## config.mk

```make
export PLATFORM = sky130hd
export DESIGN_NAME = balance_pid_v2_flat
export DESIGN_NICKNAME = d
export VERILOG_FILES = /design/src/rtl/balance_pid_v2_if.sv /design/src/rtl/balance_pid_v2.sv /design/src/flat_wrapper.sv
export SDC_FILE = /design/constraint.sdc
export NUM_CORES = 1
export LEC_CHECK = 0
export BUFFER_PORTS_ARGS = -buffer_cell sky130_fd_sc_hd__buf_2
export CAP_MARGIN = 20
export CORE_MARGIN = 8
export CORE_UTILIZATION = 45
export CTS_BUF_LIST = sky130_fd_sc_hd__clkbuf_4
export CTS_CLUSTER_DIAMETER = 200
export DETAILED_ROUTE_END_ITERATION = 7
export SLEW_MARGIN = 10
export SYNTH_ARGS = -nofsm -noshare
export SYNTH_HDL_FRONTEND = slang
export SYNTH_SLANG_ARGS = --single-unit
```

## constraint.sdc

```tcl
create_clock -name clk -period 7.9 [get_ports clk]
set_input_delay 1.58 -clock clk [delete_from_list [all_inputs] [get_ports clk]]
set_output_delay 1.58 -clock clk [all_outputs]
set_load 0.05 [all_outputs]
```

## src/rtl/balance_pid_v2_if.sv

```systemverilog
// Sample/handshake bundle for the balance PID: pitch samples in, scaled control word and status out.
interface balance_pid_v2_if #(
    parameter int unsigned IN_W  = 16,
    parameter int unsigned OUT_W = 12
);
    logic                    vld;
    logic signed [IN_W-1:0]  ptch;
    logic signed [IN_W-1:0]  ptch_rt;
    logic                    pwr_up;
    logic                    rider_off;
    logic signed [OUT_W-1:0] cntrl_out;
    logic                    out_vld;
    logic [7:0]              ss_tmr;
    logic [1:0]              state;
    logic                    sat_flag;

    modport master (
        output vld, ptch, ptch_rt, pwr_up, rider_off,
        input  cntrl_out, out_vld, ss_tmr, state, sat_flag
    );

    modport slave (
        input  vld, ptch, ptch_rt, pwr_up, rider_off,
        output cntrl_out, out_vld, ss_tmr, state, sat_flag
    );
endinterface

```

## src/rtl/balance_pid_v2.sv

```systemverilog
// Two-stage PID for the balance loop with anti-windup integrator and a soft-start
// output scaler driven by a power-up/power-down ramp state machine.
module balance_pid_v2 #(
    parameter int unsigned IN_W       = 16,
    parameter int unsigned OUT_W      = 12,
    parameter int unsigned P_COEFF    = 9,
    parameter int unsigned D_SHIFT    = 6,
    parameter int unsigned I_SHIFT    = 6,
    parameter int unsigned SS_DIV_LOG = 11
) (
    input logic              clk,
    input logic              rst_n,
    balance_pid_v2_if.slave  bus
);

    localparam int unsigned INT_W   = 18;
    localparam int unsigned P_W     = 15;
    localparam int unsigned D_W     = 13;
    localparam int unsigned I_W     = 15;
    localparam int unsigned PW      = (SS_DIV_LOG > 0) ? SS_DIV_LOG : 1;
    localparam int unsigned PRE_MAX = (1 << SS_DIV_LOG) - 1;

    localparam int ERR_MAX = 511;
    localparam int ERR_MIN = -512;
    localparam int D_MAX   = 4095;
    localparam int D_MIN   = -4096;
    localparam int I_MAX   = 16383;
    localparam int I_MIN   = -16384;
    localparam int INT_MAX = 131071;
    localparam int INT_MIN = -131072;
    localparam int OUT_MAX = (1 <<< (OUT_W - 1)) - 1;
    localparam int OUT_MIN = -(1 <<< (OUT_W - 1));

    localparam logic [4:0] P_K5 = 5'(P_COEFF);

    typedef enum logic [1:0] {
        ST_OFF       = 2'b00,
        ST_RAMP_UP   = 2'b01,
        ST_RUN       = 2'b10,
        ST_RAMP_DOWN = 2'b11
    } state_e;

    function automatic int sat_i(input int x, input int lo, input int hi);
        if (x > hi) return hi;
        if (x < lo) return lo;
        return x;
    endfunction

    state_e                  state_q, state_nxt;
    logic [7:0]              ss_q, ss_nxt;
    logic [PW-1:0]           pre_q, pre_nxt;
    logic                    tick;

    logic signed [INT_W-1:0] integ;
    logic signed [P_W-1:0]   p_q;
    logic signed [D_W-1:0]   d_q;
    logic signed [I_W-1:0]   i_q;
    logic                    s1_vld;
    logic signed [OUT_W-1:0] cntrl_q;
    logic                    out_vld_q;
    logic                    sat_flag_q;
    logic                    sum_neg_q;

    int   err_i, p_i, d_i, i_i, integ_add;
    int   sum_i, sat_sum_i, scaled_i;
    logic hold, integ_en;

    // Stage-1 terms, integrator update and stage-2 sum/saturate/scale
    always_comb begin
        err_i     = sat_i(int'(bus.ptch), ERR_MIN, ERR_MAX);
        p_i       = err_i * int'(P_K5);
        d_i       = sat_i(-(int'(bus.ptch_rt) >>> D_SHIFT), D_MIN, D_MAX);
        i_i       = sat_i(int'(integ) >>> I_SHIFT, I_MIN, I_MAX);
        integ_add = sat_i(int'(integ) + err_i, INT_MIN, INT_MAX);
        hold      = sat_flag_q && (err_i != 0) && ((err_i < 0) == sum_neg_q);
        integ_en  = bus.vld && !hold && ((state_q == ST_RAMP_UP) || (state_q == ST_RUN));
        sum_i     = int'(p_q) + int'(i_q) + int'(d_q);
        sat_sum_i = sat_i(sum_i, OUT_MIN, OUT_MAX);
        scaled_i  = (sat_sum_i * int'(ss_q)) >>> 8;
    end

    // Integrator: clear wins over a same-cycle sample
    always_ff @(posedge clk or negedge rst_n) begin
        if (!rst_n) begin
            integ <= '0;
        end else if (bus.rider_off || (state_q == ST_OFF)) begin
            integ <= '0;
        end else if (integ_en) begin
            integ <= INT_W'(integ_add);
        end
    end

    // Two-stage datapath; I term uses the integrator value before this edge's update
    always_ff @(posedge clk or negedge rst_n) begin
        if (!rst_n) begin
            p_q        <= '0;
            d_q        <= '0;
            i_q        <= '0;
            s1_vld     <= 1'b0;
            cntrl_q    <= '0;
            out_vld_q  <= 1'b0;
            sat_flag_q <= 1'b0;
            sum_neg_q  <= 1'b0;
        end else begin
            s1_vld    <= bus.vld;
            out_vld_q <= s1_vld;
            if (bus.vld) begin
                p_q <= P_W'(p_i);
                d_q <= D_W'(d_i);
                i_q <= I_W'(i_i);
            end
            if (s1_vld) begin
                cntrl_q    <= OUT_W'(scaled_i);
                sat_flag_q <= (sum_i != sat_sum_i);
                sum_neg_q  <= (sat_sum_i < 0);
            end
        end
    end

    // Soft-start state register
    always_ff @(posedge clk or negedge rst_n) begin
        if (!rst_n) begin
            state_q <= ST_OFF;
            ss_q    <= '0;
            pre_q   <= '0;
        end else begin
            state_q <= state_nxt;
            ss_q    <= ss_nxt;
            pre_q   <= pre_nxt;
        end
    end

    // Soft-start next state; the prescaler restarts on any state change
    always_comb begin
        state_nxt = state_q;
        ss_nxt    = ss_q;
        tick      = (pre_q == PW'(PRE_MAX));
        pre_nxt   = tick ? '0 : pre_q + PW'(1);
        unique case (state_q)
            ST_OFF: begin
                ss_nxt = '0;
                if (bus.pwr_up) state_nxt = ST_RAMP_UP;
            end
            ST_RAMP_UP: begin
                if (tick && (ss_q != 8'd255)) ss_nxt = ss_q + 8'd1;
                if (!bus.pwr_up)              state_nxt = ST_RAMP_DOWN;
                else if (ss_nxt == 8'd255)    state_nxt = ST_RUN;
            end
            ST_RUN: begin
                if (!bus.pwr_up) state_nxt = ST_RAMP_DOWN;
            end
            ST_RAMP_DOWN: begin
                if (tick && (ss_q != 8'd0)) ss_nxt = ss_q - 8'd1;
                if (bus.pwr_up)             state_nxt = ST_RAMP_UP;
                else if (ss_nxt == 8'd0)    state_nxt = ST_OFF;
            end
            default: state_nxt = ST_OFF;
        endcase
        if (state_nxt != state_q) pre_nxt = '0;
    end

    assign bus.cntrl_out = cntrl_q;
    assign bus.out_vld   = out_vld_q;
    assign bus.ss_tmr    = ss_q;
    assign bus.state     = state_q;
    assign bus.sat_flag  = sat_flag_q;

endmodule

```

## src/flat_wrapper.sv

```systemverilog
// flat-port wrapper written by rule: the top's interface ports become plain ports
module balance_pid_v2_flat 
#(
    parameter int unsigned IN_W       = 16,
    parameter int unsigned OUT_W      = 12,
    parameter int unsigned P_COEFF    = 9,
    parameter int unsigned D_SHIFT    = 6,
    parameter int unsigned I_SHIFT    = 6,
    parameter int unsigned SS_DIV_LOG = 11
)
  (clk, rst_n, bus_vld, bus_ptch, bus_ptch_rt, bus_pwr_up, bus_rider_off, bus_cntrl_out, bus_out_vld, bus_ss_tmr, bus_state, bus_sat_flag);
  balance_pid_v2_if #(.IN_W(IN_W), .OUT_W(OUT_W)) bus_i ();
  input logic clk;
  input logic rst_n;
  input wire logic [$bits(bus_i.vld)-1:0] bus_vld;
  input wire logic [$bits(bus_i.ptch)-1:0] bus_ptch;
  input wire logic [$bits(bus_i.ptch_rt)-1:0] bus_ptch_rt;
  input wire logic [$bits(bus_i.pwr_up)-1:0] bus_pwr_up;
  input wire logic [$bits(bus_i.rider_off)-1:0] bus_rider_off;
  output wire logic [$bits(bus_i.cntrl_out)-1:0] bus_cntrl_out;
  output wire logic [$bits(bus_i.out_vld)-1:0] bus_out_vld;
  output wire logic [$bits(bus_i.ss_tmr)-1:0] bus_ss_tmr;
  output wire logic [$bits(bus_i.state)-1:0] bus_state;
  output wire logic [$bits(bus_i.sat_flag)-1:0] bus_sat_flag;
  assign bus_i.vld = bus_vld;
  assign bus_i.ptch = bus_ptch;
  assign bus_i.ptch_rt = bus_ptch_rt;
  assign bus_i.pwr_up = bus_pwr_up;
  assign bus_i.rider_off = bus_rider_off;
  assign bus_cntrl_out = bus_i.cntrl_out;
  assign bus_out_vld = bus_i.out_vld;
  assign bus_ss_tmr = bus_i.ss_tmr;
  assign bus_state = bus_i.state;
  assign bus_sat_flag = bus_i.sat_flag;
  balance_pid_v2 #(.IN_W(IN_W), .OUT_W(OUT_W), .P_COEFF(P_COEFF), .D_SHIFT(D_SHIFT), .I_SHIFT(I_SHIFT), .SS_DIV_LOG(SS_DIV_LOG)) u_core (.clk(clk), .rst_n(rst_n), .bus(bus_i));
endmodule
```

==> results of run 1 <==
[area by class of cell]
| cell class | instances | area, um2 | area share |
|---|---|---|---|
| multi-input combinational | 937 | 8360 | 0.646 |
| sequential | 96 | 2400 | 0.186 |
| timing repair buffer | 146 | 987 | 0.0763 |
| inverter | 165 | 622 | 0.0481 |
| tap | 324 | 405 | 0.0313 |
| clock inverter | 7 | 88.8 | 0.00687 |
| clock buffer | 9 | 67.6 | 0.00522 |
| antenna | 1 | 2.50 | 0.000193 |
[worst max-delay path, delay by kind of cell (launching register included)]
kind,cells,cell delay [ps]
buffers and inverters,8,500
and+or+nand+nor,4,720
adders and majority gates,8,3300
AOI/OAI and AO/OA,12,2540
DFF,1,480
[power by group through the flow]
stage / logic, W / clock network (W) / registers, W
3_3_place_gp: 0.00186 / 0 / 0.000640
3_5_place_dp: 0.00188 / 0 / 0.000641
4_1_cts: 0.00200 / 0.000321 / 0.000631
6_report: 0.00224 / 0.000310 / 0.000631
5_1_grt: 0.00245 / 0.000337 / 0.000640
2_1_floorplan: 0.00113 / 0 / 0.000640
[flip-flops by register name, indices dropped and copies added (netlist names)]
register and cells:
u_core.sum_neg_q 1, u_core.d_q 13, u_core.bus.state 2, u_core.s1_vld 1, u_core.bus.cntrl_out 12, u_core.integ 18, u_core.bus.ss_tmr 8, u_core.p_q 15
u_core.bus.out_vld 1, u_core.pre_q 11, u_core.bus.sat_flag 1, u_core.i_q 13
[stage by stage]
stage	util	cells	worst slack, ps	power (W)	TNS [ps]
floorplan	-	1241	18.9	0.00177	0
global placement	0.504	1656	-333	0.00250	-994
detailed placement	0.504	1657	-418	0.00252	-1520
CTS	0.517	1675	9.87	0.00295	0
global route	0.530	1685	-16.5	0.00343	-28.7
finish	0.530	1685	248	0.00318	0
[cells in the final DEF (no fill, tap or decap), types with 28 or more instances in the layout]
cell type  instances
inv_1            151
nand2_1          107
ha_1             104
fa_1              94
dfrtp_1           94
nor2_1            92
buf_4             85
a21oi_1           59
buf_2             54
xnor2_1           49
nor2b_1           28
[cells by family (layout without fill, tap and decap cells)]
logic type	after synthesis	count (layout)	synth area share
mux	28	28	0.0283
other cells	0	1	0
simple gates	390	390	0.175
fa+ha+maj	209	209	0.302
compound gates	240	240	0.153
xor+xnor	70	70	0.0548
buf+inv	208	327	0.0722
flops	96	96	0.215
[worst min path at each step]
stage                             from                 endpoint  depth (start not counted)
6_report       u_core.bus.cntrl_out[6]  u_core.bus.cntrl_out[6]                          1
5_1_grt        u_core.bus.cntrl_out[5]  u_core.bus.cntrl_out[5]                          2
4_1_cts        u_core.bus.cntrl_out[5]  u_core.bus.cntrl_out[5]                          2
3_5_place_dp   u_core.bus.cntrl_out[5]  u_core.bus.cntrl_out[5]                          2
3_3_place_gp   u_core.bus.cntrl_out[5]  u_core.bus.cntrl_out[5]                          2
2_1_floorplan            u_core.s1_vld       u_core.bus.out_vld                          0
[timing repair]
item	CTS	global route
resized for setup	32	67
endpoints found under the setup margin	7	12
setup buffers	2	10
pin swaps	4	39
endpoints found under the hold margin	0	0
[metal layers]
metal | up-vias | routed length, um
li1 | 4436 | -
met2 | 124 | 12900
met5 | - | 0
met3 | 23 | 604
met1 | 4411 | 12400
met4 | 0 | 393
==> flow_metrics.tcl, run 1 <==
set metrics [dict create \
    insertion_delay_ps 500 \
    tightest_slew_ps 972 \
    p_int_w 0.00169 \
    dpl-instance-area_um2 12300 \
    synth-edff-count 0 \
    grt_max_degree 75 \
    clock_path_buffers 2 \
    p_seq_frac 0.198 \
    grt_first_pass_wirelength_um 44300 \
    leakage_nw 6.43 \
    p_comb_frac 0.704 \
    vias 8994 \
    grt_use_met1 0.227 \
    cp-startpoint "u_core.d_q[1]" \
    rsz0062_at_grt "true" \
    initial_core_util 0.458 \
    clock-sinks 96 \
    die_w_um 174 \
    fillers 2336 \
    finalCriticalPeriod_ps 7650 \
    drive_gt1_frac 0.209 \
    place.gp.congestion 0.841 \
    synthesis.nets 1487 \
    syn-cell-area_um2 11200 \
    place_hpwl_um 20700 \
    syn_inst 1241 \
    yosys_warnings 0 \
    syn_area_per_cell_um2 9.01 \
    nets 1601 \
    critPathArrivalTime_ps 8050 \
    grt.busiest_layer "met2" \
    ys_top_cells_by_area "dfrtp_1, fa_1, ha_1, inv_1, xnor2_1" \
    holdWs_ps 524 \
    cts-root-buf "clkbuf_4" \
    timing.rr.end "u_core.bus.cntrl_out[8]" \
    remaining_drc_errors 0 \
    cts_made_buffers 9 \
    critical_path_class "reg -> reg" \
    synth_top_area_share 0.215 \
    synthMostInstantiatedCell "inv_1" \
    ioPinCount 61 \
    finalCritPeriodShare 0.969 \
    fp.dieH_um 174 \
    drv_cap 0 \
    wl_per_cell_um 15.6 \
    swShare 0.468 \
    clk_pin_slew_ps 190 \
    rr_worst_depth 32 \
    synth-seq-cells 96 \
    r2r-start "u_core.d_q[1]" \
    viasPerCell 5.34 \
    crit_end "u_core.bus.cntrl_out[8]" \
    net-switching-power_w 0.00149 \
    synthTopCellsByCount "inv_1, nand2_1, ha_1" \
    stdcell_area_um2 12900 \
    grt_overflow_total 0 \
    cpMostUsedCell "inv_2" \
    slew_headroom 0.352 \
    area_delta_synth_final_pct 15.7 \
    met2_usage 0.308 \
    p_per_area_nw_per_um2 246 \
    firstDrtPassIters 5 \
    clock_power_share 0.097 \
    antenna_found_initial 1 \
    rrSetupSlack_ps 250 \
    status "finished, final reports clean" \
    htree_levels 3 \
    grt_usage 0.176 \
    synth_flop_cell "dfrtp_1" \
    crit_path_max_incr_delay_ps 570 \
    yosysTopAreaCell "dfrtp_1" \
    skew_ps 34.3 \
    dieArea_um2 30100 \
    path_max_fanout 8 \
    worst_path_max_delay_cell "fa_2" \
    io_buffers 54 \
    hold_viol 0 \
    finalMaxSlewViolations 0 \
    synth_cell_type_count 86 \
    end_kind "register" \
    required_ps 8300 \
    start_kind "register" \
    ctsHoldBuffers 0 \
    drtAntennaViolNets 0 \
    drt_iter0_drc 388 \
    ys_seq_area_frac 0.215 \
    vdd_drop_max_mv 0.164 \
    setup_violations 0 \
    grt_pass1_vias 9110 \
    core_um2 24400 \
    async_flop_share 1.00 \
    rows 57 \
    grtUsageMet3 0.0209 \
    fmax_mhz 131 \
    wirelength_um 26300 \
    min_path_type "reg -> reg" \
    cts_tree "built" \
]
Note: power is estimated with default switching activity, not from simulation.
==> inputs of run 2 (changes only) <==
==> constraint.sdc (replaced) <==
create_clock -name clk -period 8.6 [get_ports clk]
set_input_delay 1.72 -clock clk [delete_from_list [all_inputs] [get_ports clk]]
set_output_delay 1.72 -clock clk [all_outputs]
set_load 0.05 [all_outputs]
==> flow_metrics.tcl, run 2 (synthesized netlist as in run 1, its figures left out) <==
set metrics [dict create \
    min_path_type "reg -> reg" \
    io_buffers 54 \
    regMostFlops "u_core.integ" \
    nets 1538 \
    holdWs_ps 519 \
    reg_top3 "u_core.integ (18), u_core.p_q (15)" \
    start_kind "register" \
    slew_headroom 0.265 \
    viasPerCell 5.43 \
    wl_met2_um 12600 \
    place_hpwl_um 20600 \
    ctsHoldBuffers 0 \
    dieArea_um2 30100 \
    grt_overflow_total 0 \
    rrSetupSlack_ps 530 \
    crit_path_max_incr_delay_ps 560 \
    grt_usage 0.175 \
    dpl-instance-area_um2 11900 \
    skew_ps 30.0 \
    largest_reg_flops 18 \
    stdcell_area_um2 12100 \
    grt_max_degree 66 \
    area_delta_synth_final_pct 8.23 \
    tightest_slew_ps 1080 \
    top_layer "met4" \
    rsz0062_at_grt "false" \
    die_w_um 174 \
    layout_common_cells "inv_1, nand2_1, ha_1" \
    finalCritPeriodShare 0.939 \
    critPathArrivalTime_ps 8500 \
    setup-tns-final_ps 0 \
    place.gp.congestion 0.867 \
    end_kind "register" \
    cts-root-buf "clkbuf_4" \
    antenna_found_initial 1 \
    wl_per_cell_um 16.0 \
    cts_tree "built" \
    vias 8803 \
    vdd_drop_max_mv 0.140 \
    setup_violations 0 \
    r2r-start "u_core.d_q[1]" \
    drtAntennaViolNets 0 \
    layout.cells.most_common "inv_1" \
    clk_pin_slew_ps 190 \
    hold_viol 0 \
    path_max_fanout 10 \
    status "finished, final reports clean" \
    finalMaxSlewViolations 0 \
    worstHoldStart "u_core.pre_q[0]" \
    cts_made_buffers 9 \
    fmax_mhz 124 \
    fp.dieH_um 174 \
    core_um2 24400 \
    pre_cts_ws_ps 271 \
    finalCriticalPeriod_ps 8070 \
    worst_path_max_delay_cell "fa_1" \
    insertion_delay_ps 510 \
    clock-sinks 96 \
    firstDrtPassIters 5 \
    drt-met1-wl_um 12000 \
    cp-startpoint "u_core.d_q[1]" \
    drt_iter0_drc 429 \
    drv_cap 0 \
    required_ps 9020 \
    rows 57 \
    ioPinCount 61 \
    grt_first_pass_wirelength_um 43800 \
    grt_pass1_vias 8863 \
    remaining_drc_errors 0 \
    initial_core_util 0.458 \
    leakage_nw 6.10 \
    drive_gt1_frac 0.123 \
    critical_path_class "reg -> reg" \
    dr_wl_met3_um 823 \
    worst_slack_ps 527 \
    p_per_area_nw_per_um2 196 \
    htree_levels 3 \
    wirelength_um 25900 \
    clock_path_buffers 2 \
]
## run 2: layout make-up
type	instances	area [um2]
fill	2386	12300
multi-input combinational	937	8030
sequential	96	2400
inverter	165	619
timing repair buffer	83	488
tap	324	405
clock inverter	7	81.3
clock buffer	9	67.6
antenna	1	2.50
## run 2: power breakdown
part / switching [W] / total, W / internal [W]
Combinational: 0.000921 / 0.00151 / 0.000593
Sequential: 0.0000621 / 0.000577 / 0.000515
Clock: 0.000203 / 0.000276 / 0.0000726
Total: 0.00119 / 0.00237 / 0.00118
## run 2: timing repair
item                                   in CTS  in global routing
resized for setup                           0                 13
setup buffers                               0                  2
setup endpoints to repair                   0                  5
endpoints found under the hold margin       0                  0
## run 2: worst max-delay path, delay by kind of cell (launching register included)
family | cells | cell delay (ps)
compound gates | 10 | 2210
fa+ha+maj | 8 | 3390
buf+inv | 8 | 710
flops | 1 | 450
simple gates | 6 | 1220
## run 2: path summary, 6_finish.rpt
path                                      endpoint  cells past startpoint
max                        u_core.bus.cntrl_out[8]                     32
min in group asynchronous  u_core.bus.cntrl_out[1]                      1
max reg2reg                u_core.bus.cntrl_out[8]                     32
min                                u_core.pre_q[0]                      1
max in group asynchronous           u_core.i_q[13]                      2
min reg2reg                        u_core.pre_q[0]                      1
## run 2: through the flow
stage                     power (W)  cells   util
after floorplan             0.00161   1241      -
after global placement      0.00204   1602  0.487
after detailed placement    0.00205   1603  0.487
after CTS                   0.00234   1619  0.493
after global routing        0.00256   1622  0.496
final                       0.00237   1622  0.496
## run 2: metal layers
metal / vias to the layer above / GRT usage
met5: - / 0
met4: 0 / 0.0509
met3: 36 / 0.0240
met2: 150 / 0.297
met1: 4304 / 0.229
li1: 4313 / -
